**src/rtl/sha256_sched_ctrl.sv**
```systemverilog
// Load/round sequencer for one 512-bit block through the SHA-256 message scheduler.
// Optional abort input is enabled by defining SHA256_SCHED_CTRL_ABORT_EN.
module sha256_sched_ctrl #(
    parameter int NUM_ROUNDS = 64,
    parameter int EXP_CYCLES = 5,
    parameter int MSG_WORDS  = 16
) (
    input  logic        clk,
    input  logic        reset_n,
    input  logic        start,
`ifdef SHA256_SCHED_CTRL_ABORT_EN
    input  logic        abort,
`endif
    input  logic        msg_valid,
    output logic        msg_ready,
    input  logic [31:0] msg_data,
    output logic        sched_start_new_block,
    output logic        sched_stn,
    output logic [5:0]  sched_round_t,
    output logic [31:0] sched_word_in,
    output logic [3:0]  sched_word_addr,
    output logic        sched_we,
    output logic        wt_valid,
    output logic        busy,
    output logic        done
);

    localparam logic [1:0] S_IDLE  = 2'd0;
    localparam logic [1:0] S_LOAD  = 2'd1;
    localparam logic [1:0] S_ROUND = 2'd2;
    localparam logic [1:0] S_DONE  = 2'd3;

    logic [1:0] r_state;
    logic [3:0] r_wcnt;
    logic [3:0] r_dcnt;
    logic [5:0] r_round_t;
    logic       r_start_nb;
    logic       r_stn;
    logic       r_wt_valid;
    logic       r_busy;
    logic       r_done;

    logic       w_abort;
    logic       w_beat;
    logic [5:0] w_t_next;
    logic [3:0] w_dcnt_next;

`ifdef SHA256_SCHED_CTRL_ABORT_EN
    assign w_abort = abort & (r_state != S_IDLE);
`else
    assign w_abort = 1'b0;
`endif

    // An aborting cycle never completes a handshake, so no word is written.
    assign msg_ready       = (r_state == S_LOAD) & ~w_abort;
    assign w_beat          = msg_valid & msg_ready;
    assign sched_we        = w_beat;
    assign sched_word_in   = w_beat ? msg_data : 32'd0;
    assign sched_word_addr = w_beat ? r_wcnt : 4'd0;

    assign w_t_next    = r_round_t + 6'd1;
    assign w_dcnt_next = r_dcnt + 4'd1;

    assign sched_start_new_block = r_start_nb;
    assign sched_stn             = r_stn;
    assign sched_round_t         = r_round_t;
    assign wt_valid              = r_wt_valid;
    assign busy                  = r_busy;
    assign done                  = r_done;

    always_ff @(posedge clk or negedge reset_n) begin
        if (!reset_n) begin
            r_state    <= S_IDLE;
            r_wcnt     <= 4'd0;
            r_dcnt     <= 4'd0;
            r_round_t  <= 6'd0;
            r_start_nb <= 1'b0;
            r_stn      <= 1'b0;
            r_wt_valid <= 1'b0;
            r_busy     <= 1'b0;
            r_done     <= 1'b0;
        end else if (w_abort) begin
            r_state    <= S_IDLE;
            r_wcnt     <= 4'd0;
            r_dcnt     <= 4'd0;
            r_round_t  <= 6'd0;
            r_start_nb <= 1'b0;
            r_stn      <= 1'b0;
            r_wt_valid <= 1'b0;
            r_busy     <= 1'b0;
            r_done     <= 1'b0;
        end else begin
            r_done <= 1'b0;
            case (r_state)
                S_IDLE: begin
                    if (start) begin
                        r_state    <= S_LOAD;
                        r_wcnt     <= 4'd0;
                        r_dcnt     <= 4'd0;
                        r_round_t  <= 6'd0;
                        r_start_nb <= 1'b1;
                        r_stn      <= 1'b1;
                        r_busy     <= 1'b1;
                    end
                end
                S_LOAD: begin
                    if (w_beat) begin
                        r_wcnt <= r_wcnt + 4'd1;
                        if (r_wcnt == 4'(MSG_WORDS - 1)) begin
                            // Round 0 has a one-cycle hold, so its strobe starts immediately.
                            r_state    <= S_ROUND;
                            r_start_nb <= 1'b0;
                            r_stn      <= 1'b1;
                            r_round_t  <= 6'd0;
                            r_dcnt     <= 4'd0;
                            r_wt_valid <= 1'b1;
                        end
                    end
                end
                S_ROUND: begin
                    if (r_wt_valid) begin
                        if (r_round_t == 6'(NUM_ROUNDS - 1)) begin
                            r_state    <= S_DONE;
                            r_wt_valid <= 1'b0;
                            r_stn      <= 1'b0;
                            r_done     <= 1'b1;
                        end else begin
                            r_round_t  <= w_t_next;
                            r_dcnt     <= 4'd0;
                            r_stn      <= (w_t_next < 6'd16);
                            r_wt_valid <= (w_t_next < 6'd16);
                        end
                    end else begin
                        // Only expansion rounds (t>=16) ever wait here.
                        r_dcnt     <= w_dcnt_next;
                        r_wt_valid <= (w_dcnt_next == 4'(EXP_CYCLES - 1));
                    end
                end
                S_DONE: begin
                    r_state <= S_IDLE;
                    r_busy  <= 1'b0;
                end
                default: r_state <= S_IDLE;
            endcase
        end
    end

endmodule

```
**config.mk**
```make
export PLATFORM = sky130hd
export DESIGN_NAME = sha256_sched_ctrl
export DESIGN_NICKNAME = d
export VERILOG_FILES = /design/src/rtl/sha256_sched_ctrl.sv
export SDC_FILE = /design/constraint.sdc
export NUM_CORES = 1
export LEC_CHECK = 0
export BUFFER_PORTS_ARGS = -buffer_cell sky130_fd_sc_hd__buf_4
export CAP_MARGIN = 20
export CELL_PAD_IN_SITES_DETAIL_PLACEMENT = 2
export CELL_PAD_IN_SITES_GLOBAL_PLACEMENT = 2
export CORE_MARGIN = 3
export CORE_UTILIZATION = 24
export DETAILED_ROUTE_END_ITERATION = 8
export PLACE_DENSITY = 0.76
export SLEW_MARGIN = 15
export SYNTH_ARGS = -nofsm -noshare
export SYNTH_HDL_FRONTEND = slang
export SYNTH_SLANG_ARGS = --single-unit
```
**constraint.sdc**
```tcl
create_clock -name clk -period 2.5 [get_ports clk]
set_input_delay 0.5 -clock clk [delete_from_list [all_inputs] [get_ports clk]]
set_output_delay 0.5 -clock clk [all_outputs]
set_load 0.05 [all_outputs]
```
==> summary.txt, run 1 <==
Worst setup path
  – Crit-path max cell delay: 420 ps
  – CP arrival: 1830 ps
  – CP Buf/Inv Count: 3
  – Crit start category: register
  – CP delay by family, top: buffers and inverters
  – CP Data Required Time: 2000 ps
  – Critical Path Slowest Stage Cell: dfrtp_1
  – Kind of critical path: reg2out
  – Worst setup EP type: output port
  – Critical Path Fanout Max: 31
  – Crit path cell chain: inv_1 -> ha_2 -> buf_6 -> and3_1 -> buf_4

STA
  – Endpoints failing setup: 0
  – Fin. Hold Viols: 0
  – Fin. max-slew vios: 0
  – Worst clock skew: 2.21 ps
  – Final worst path period share: 93.2%
  – Worst Tran Pin Value: 685 ps
  – Crit path time final: 2330 ps
  – Max Clk Rate: 0.429 GHz
  – Worst rel slew slack: 54.0%
  – RSZ-0062 raised after global routing: no
  – Setup TNS: 0 ps

CTS
  – Worst-Skew Late Latency: 260 ps
  – Inserted Clock Buffers: 3
  – CTS tree: done
  – H-tree Lvls: 1
  – Reg clk slew, reported paths: 80 ps
  – CTS Buffer Depth: 2
  – Hold buffer count at CTS: 0
  – Root buffer cell: clkbuf_8
  – Clock Sinks: 21

Logic synthesis
  – Synthesized flop and latch total: 21
  – Syn Inst Count: 188
  – Netlist cell types: 39
  – EDFF count, synth: 0
  – Synth warn: 0
  – Avg Cell Area, Syn: 8.36 sq um
  – Post-synth ARST share: 100%
  – Most frequent cells after synthesis: and3_1, dfrtp_1, o21ai_0
  – Cell taking the most area after synthesis: dfrtp_1
  – Syn Std Cell Area: 1570 sq um
  – Seq/Total Area, Yosys: 33.4%
  – Yosys top cell area share: 33.4%
  – Post-synth top flop: dfrtp_1
  – Most common cell in the synthesized netlist: and3_1
  – Synth area leaders: dfrtp_1, and3_1, ha_1
  – Post-synthesis net count: 233

Power
  – Pwr dens: 1040 nW/um^2
  – Max VDD drop: 0.689 mV
  – Static leakage: 1.25 nW

Global routing
  – Initial antenna violation count: 0
  – Vias in the first global route: 1702
  – Largest net degree at the start of global routing: 33
  – First-pass GRT wire length: 8.83 mm
  – Congestion Overflow GR: 0
  – Gr usage total: 14.6%

Finish
  – Fin nets: 313
  – Share of cells above drive strength 1: 34.8%
  – Inserted Diodes: 0
  – Layout area overhead: 47.7%
  – Fillers: 700
  – Fin util: 37.9%

Die
  – DIE WIDTH: 86.9 um
  – Initial Util: 25.6%
  – Chip height: 86.9 um
  – Core Region: 6130 sq um
  – Die Area: 7560 sq um
  – Num rows: 28
  – # IOs: 85

Min path
  – HP Class: in2async

Status
  – Run status: finished clean

Drt
  – Final WL: 5.59 mm
  – Drt first pass iters: 4
  – DR vias: 1759
  – Vias per cell: 5.14
  – Drt drc: 0
  – Post-DR wirelength/cell: 16.3 um
  – Post-route ant nets: 0
  – Starting DRT DRC Count: 44

Job
  – Total of max-cap violations: 0

Placed design
  – Hpwl dp: 4.24 mm
  – Number of buffers added on ports: 84
  – Placer Congestion: 0.759
## final timing paths
| path | from | to | slack [ps] | cells past startpoint |
|---|---|---|---|---|
| hold / removal | reset_n | wt_valid | 120 | 1 |
| min in group clk | sched_start_new_block | sched_start_new_block | 520 | 2 |
| setup / recovery | r_state[1] | sched_word_in[27] | 170 | 5 |
| setup reg to reg | r_state[1] | sched_round_t[5] | 270 | 7 |
| hold reg to reg | sched_start_new_block | sched_start_new_block | 520 | 2 |
| max in group asynchronous | reset_n | r_state[0] | 2150 | 1 |
## layout by cell type (no fill, tap or decap), drive strengths merged, types with 3 or more instances in the layout
cell type	instances
buf	88
ha	9
o21ai	16
clkbuf	4
nor2b	6
nor2	7
a31oi	3
mux2i	4
nand3	8
inv	8
dfrtp	21
o31ai	6
and3	37
nand2b	3
a21oi	6
nand2	11
nor3	3
## per-layer routing
metal	wire (um)	up-vias	global-route usage [%]	part of all wire [%]
li1	-	857	-	-
met1	2590	854	20.5	46
met2	2650	48	24.1	47
met3	345	0	2.37	6.2
met4	0	0	2.41	0
met5	0	-	0	0
## logic make-up (layout without fill, tap and decap cells)
kind of cell	Yosys count	in the layout	synth area share (%)
AO/OA/AOI/OAI	48	48	20.1
XOR/XNOR	1	1	0.557
adder cells (fa/ha/maj)	9	9	7.17
buffers and inverters	21	100	5.49
flip-flops	21	21	33.4
multiplexers	5	5	3.26
AND/OR/NAND/NOR	83	83	30.0
## stage by stage
stage | cell area, sq um | total power (W) | instances | hold slack (ps) | setup WS [ps]
floorplan | 1570 | 0.00167 | 188 | 204 | 129
global placement | 2270 | 0.00215 | 338 | 407 | 377
detailed placement | 2270 | 0.00218 | 338 | 411 | 315
CTS | 2320 | 0.00243 | 342 | 118 | 70.4
global route | 2320 | 0.00260 | 342 | 120 | 12.5
finish | 2320 | 0.00241 | 342 | 119 | 170
## state kept, by name, summed over array words and instances (netlist names)
name / flops
wt_valid: 1
r_state: 2
sched_start_new_block: 1
r_dcnt: 4
done: 1
busy: 1
sched_stn: 1
sched_round_t: 6
r_wcnt: 4
## cell type report
cell class                      count  area, sq um  area share [%]
Inverter                            8         30.0            1.29
Multi-Input combinational cell    146          962            41.5
Clock buffer                        4         45.0            1.94
Tap cell                           75         93.8            4.04
Sequential cell                    21          526            22.6
Timing Repair Buffer               88          664            28.6
## worst reg2reg max path: stages (launching register included)
cell and delay [ps]:
dfrtp_1 420, inv_1 120, ha_2 380, nor3_1 110, a2111o_1 440, buf_4 200, o41ai_1 320, a22o_1 180
## repair_timing
item / in CTS / in global routing
resized for setup: 0 / 1
setup endpoints to repair: 0 / 27
buffers inserted: 0 / 0
## power by group
part | leakage (nW) | total (W) | switching [W] | internal, W
Sequential | 0.269 | 0.000550 | 0.000113 | 0.000437
Combinational | 0.954 | 0.00163 | 0.00109 | 0.000538
Clock | 0.0228 | 0.000229 | 0.000116 | 0.000114
Total | 1.25 | 0.00241 | 0.00132 | 0.00109
No activity file was read; power rests on OpenSTA's default activity.
==> run 2, diff against run 1 <==
==> constraint.sdc (replaced) <==
create_clock -name clk -period 2.5 [get_ports clk]
set_input_delay 0.25 -clock clk [delete_from_list [all_inputs] [get_ports clk]]
set_output_delay 0.25 -clock clk [all_outputs]
set_load 0.05 [all_outputs]
==> run 2 against run 1 <==
Compared with the run above: clock-buffer cell count unchanged; highest routed layer is now met4; largest cell class unchanged; first-iteration DRC count is 18% lower; die area unchanged.
==> summary.txt, run 2 (synthesis results as in run 1) <==
Status
  – Run status: finished clean

Power
  – Sequential power share: 23.0%
  – Clock network fraction of design power: 9.4%
  – Max VDD drop: 0.545 mV
  – Static leakage: 1.25 nW
  – Sw frac: 54.8%
  – Pwr dens: 1040 nW/um^2
  – Logic pwr share: 67.7%
  – P_int: 0.00109 W
  – Switch Pwr: 0.00132 W

Global routing
  – Initial antenna violation count: 0
  – Largest net degree at the start of global routing: 43
  – Gr usage total: 15.8%
  – Vias in the first global route: 1811
  – Congestion Overflow GR: 0
  – First-pass GRT wire length: 9.56 mm

Job
  – Total of max-cap violations: 0

STA
  – Final worst path period share: 88.5%
  – Crit path time final: 2210 ps
  – Max Clk Rate: 0.452 GHz
  – Worst clock skew: 2.67 ps
  – Worst rel slew slack: 56.8%
  – Setup TNS: 0 ps
  – Fin. max-slew vios: 0
  – Fin. Hold Viols: 0
  – Endpoints failing setup: 0
  – RSZ-0062 raised after global routing: no
  – Worst Tran Pin Value: 643 ps

CTS
  – CTS tree: done
  – Post_cts resized: 0
  – Root buffer cell: clkbuf_8
  – Worst-Skew Late Latency: 260 ps
  – H-tree Lvls: 1
  – Clock Sinks: 21
  – Inserted Clock Buffers: 3
  – Reg clk slew, reported paths: 80 ps
  – CTS Buffer Depth: 2

Finish
  – Largest register FFs: 6
  – Most common cell after layout, fill and taps aside: buf_4
  – Share of cells above drive strength 1: 34.3%
  – Layout area overhead: 47.9%
  – Fin nets: 314
  – Commonest non-fill, non-tap cells in the layout: buf_4, and3_1, dfrtp_1, o21ai_0, nand2_1
  – Finished Layout Cells: 343
  – Inserted Diodes: 0

Min path
  – HP Class: in2reg

Worst setup path
  – Worst setup EP type: register
  – Crit start category: register
  – CP arrival: 2410 ps
  – Critical Path Fanout Max: 8
  – CP Data Required Time: 2700 ps
  – Kind of critical path: reg2reg

Drt
  – Drt drc: 0
  – DR vias: 1742
  – Drt first pass iters: 4
  – Vias per cell: 5.08
  – Post-route ant nets: 0
  – Starting DRT DRC Count: 36
  – Post-DR wirelength/cell: 17.0 um
  – Final WL: 5.85 mm

Die
  – Initial Util: 25.6%
  – Core Region: 6130 sq um
  – Die Area: 7560 sq um
  – Chip height: 86.9 um
  – DIE WIDTH: 86.9 um
  – Num rows: 28
  – # IOs: 85

Placed design
  – Placer Congestion: 0.769
  – Placed insts: 338
  – Number of buffers added on ports: 84
  – Hpwl dp: 4.49 mm
[run 2: final timing paths]
kind | startpoint | to | slack, ps | depth (start not counted)
hold / removal | start | sched_start_new_block | 360 | 3
min in group asynchronous | reset_n | wt_valid | 420 | 2
max in group asynchronous | reset_n | r_state[0] | 1850 | 2
setup / recovery | r_state[0] | r_dcnt[3] | 290 | 6
hold reg to reg | sched_start_new_block | sched_start_new_block | 520 | 2
setup reg to reg | r_state[0] | r_dcnt[3] | 290 | 6
[run 2: worst max-delay path, stage by stage, from the launching register on]
cell	delay, ps
dfrtp_1	400
inv_1	100
ha_1	300
nor2b_1	240
a2111o_1	490
or4_1	530
nand3_1	90
[run 2: layout make-up]
class                           instances  area, sq um
Tap cell                               75         93.8
Sequential cell                        21          526
Multi-Input combinational cell        146          960
Fill cell                             711         3810
Clock buffer                            4         45.0
Inverter                                8         30.0
Timing Repair Buffer                   89          671
[run 2: routing by layer]
layer  part of all wire [%]  up-vias  GRT usage, %  wire, um
li1                       -      859             -         -
met1                     43      834          20.0      2500
met2                     50       47          28.7      2950
met3                    6.4        2          2.93       376
met4                   0.41        0          1.27        24
met5                      0        -             0         0
[run 2: metrics by stage]
stage               total power, W  area [sq um]  utilization (%)  setup WS, ps  hold WS, ps
floorplan                  0.00167          1570                -           229        -45.6
global route               0.00261          2320             37.9           108          396
CTS                        0.00245          2320             37.9           286          357
detailed placement         0.00221          2270             37.0           309          166
global placement           0.00216          2270             37.0           372          161
finish                     0.00241          2320             37.9           289          365
[run 2: timing repair]
item | CTS | global route
hold buffers | 1 | 0
endpoints found under the hold margin | 21 | 0
buffers inserted | 0 | 0
[run 2: power by group through the flow]
stage          sequential, W  combinational [W]  clock (W)
4_1_cts             0.000554            0.00166   0.000241
5_1_grt             0.000580            0.00178   0.000253
3_5_place_dp        0.000560            0.00165          0
3_3_place_gp        0.000550            0.00161          0
2_1_floorplan       0.000689           0.000982          0
6_report            0.000553            0.00163   0.000226
==> run 3, diff against run 2 <==
Settings changed: SETUP_SLACK_MARGIN set to 0.4.
==> run 3 against run 2 <==
Compared with the run above: global-route usage increased by 1.7 points; largest cell class unchanged; maximum frequency increased by 10%; die area unchanged.
==> summary.txt, run 3 (synthesis results as in run 1) <==
Drt
  – DR vias: 1812
  – Drt drc: 0
  – Post-route ant nets: 0
  – Starting DRT DRC Count: 101
  – Vias per cell: 5.16
  – Drt first pass iters: 4
  – Final WL: 6.46 mm
  – Post-DR wirelength/cell: 18.4 um

Finish
  – Fillers: 700
  – Fin util: 40.4%
  – Finished Layout Cells: 351
  – Inserted Diodes: 0
  – Design area: 2480 sq um
  – Reg area: 528 sq um
  – Fin nets: 322
  – Multi-input gate area: 1040 sq um
  – Most common cell after layout, fill and taps aside: buf_4
  – Layout area overhead: 57.6%
  – Commonest non-fill, non-tap cells in the layout: buf_4, and3_2, dfrtp_1, o21ai_0, nand2_1
  – Share of cells above drive strength 1: 52.9%
  – Largest register FFs: 6

Placed design
  – Hpwl dp: 4.88 mm
  – Number of buffers added on ports: 84
  – Area after DPL: 2330 sq um
  – Placed insts: 340
  – Placer Congestion: 0.741

CTS
  – Worst-Skew Late Latency: 260 ps
  – H-tree Lvls: 1
  – Root buffer cell: clkbuf_8
  – Clock Sinks: 21
  – CTS Buffer Depth: 2
  – CTS tree: done
  – Reg clk slew, reported paths: 80 ps
  – Inserted Clock Buffers: 3

STA
  – Max Clk Rate: 0.497 GHz
  – Final Hold Slack: 375 ps
  – Worst Tran Pin Value: 486 ps
  – Crit path time final: 2010 ps
  – Fin. Hold Viols: 0
  – Worst rel slew slack: 67.6%
  – Worst clock skew: 3.67 ps
  – Endpoints failing setup: 0
  – Setup TNS: 0 ps
  – Fin. max-slew vios: 0
  – Final worst path period share: 80.4%
  – RSZ-0062 raised after global routing: no

Worst setup path
  – Kind of critical path: reg2reg
  – CP Data Required Time: 2700 ps
  – Critical Path Fanout Max: 8
  – Worst setup EP type: register
  – Crit start category: register
  – CP arrival: 2220 ps

Global routing
  – Met2 Use GR: 30.4%
  – Congestion Overflow GR: 0
  – First-pass GRT wire length: 10.5 mm
  – Vias in the first global route: 1912
  – Most used routing layer: met2
  – Gr usage total: 17.4%
  – GR Util met1: 23.1%
  – Initial antenna violation count: 0
  – Largest net degree at the start of global routing: 42
  – Met3 global-route usage: 2.74%

Die
  – Core Region: 6130 sq um
  – Chip height: 86.9 um
  – Die Area: 7560 sq um
  – DIE WIDTH: 86.9 um
  – # IOs: 85
  – Initial Util: 25.6%
  – Num rows: 28

Power
  – Max VDD drop: 0.438 mV
  – Static leakage: 1.27 nW
  – Pwr dens: 1060 nW/um^2

Status
  – Run status: finished clean

Job
  – Total of max-cap violations: 0

Min path
  – HP Class: in2reg
run 3: power by group:
part,switching [W],internal [W]
sequential,0.000114,0.000439
clock,0.000121,0.000111
combinational,0.00117,0.000675
total,0.00141,0.00123
run 3: final timing paths:
kind | startpoint | end | slack (ps) | depth (start not counted)
min in group asynchronous | reset_n | wt_valid | 400 | 2
hold / removal | start | r_wcnt[3] | 380 | 3
setup reg to reg | r_state[0] | r_dcnt[3] | 490 | 6
hold reg to reg | sched_stn | sched_stn | 530 | 2
max in group asynchronous | reset_n | r_wcnt[1] | 1840 | 2
setup / recovery | r_state[0] | r_dcnt[3] | 490 | 6
run 3: metal layers:
layer	share of wire, %	vias to the layer above
met1	44	900
met2	52	33
met4	0.91	0
met3	3.1	6
met5	0	-
li1	-	873
run 3: cell type report:
class / count / share of cell area, %
clock inverter: 1 / 0.202
multi-input combinational: 146 / 42.2
clock buffer: 3 / 1.67
timing repair buffer: 97 / 29.6
inverter: 8 / 1.21
tap: 75 / 3.79
sequential: 21 / 21.3
run 3: through the flow:
stage / setup slack, ps / power (W)
CTS: 398 / 0.00258
global placement: 341 / 0.00220
detailed placement: 224 / 0.00225
finish: 489 / 0.00263
floorplan: 468 / 0.00169
global route: 406 / 0.00282
run 3: timing repair:
item	4_1_cts	5_1_grt
setup endpoints to repair	10	34
resized for setup	2	9
pin swaps	1	1
buffers inserted	5	1
hold buffers	1	0
endpoints found under the hold margin	21	0
run 3: worst max-delay path, cell delays in order (launching register included):
cell and delay (ps):
dfrtp_1 370, inv_1 100, ha_4 200, nor2b_2 210, a2111o_1 440, or4_1 530, nand3_1 100
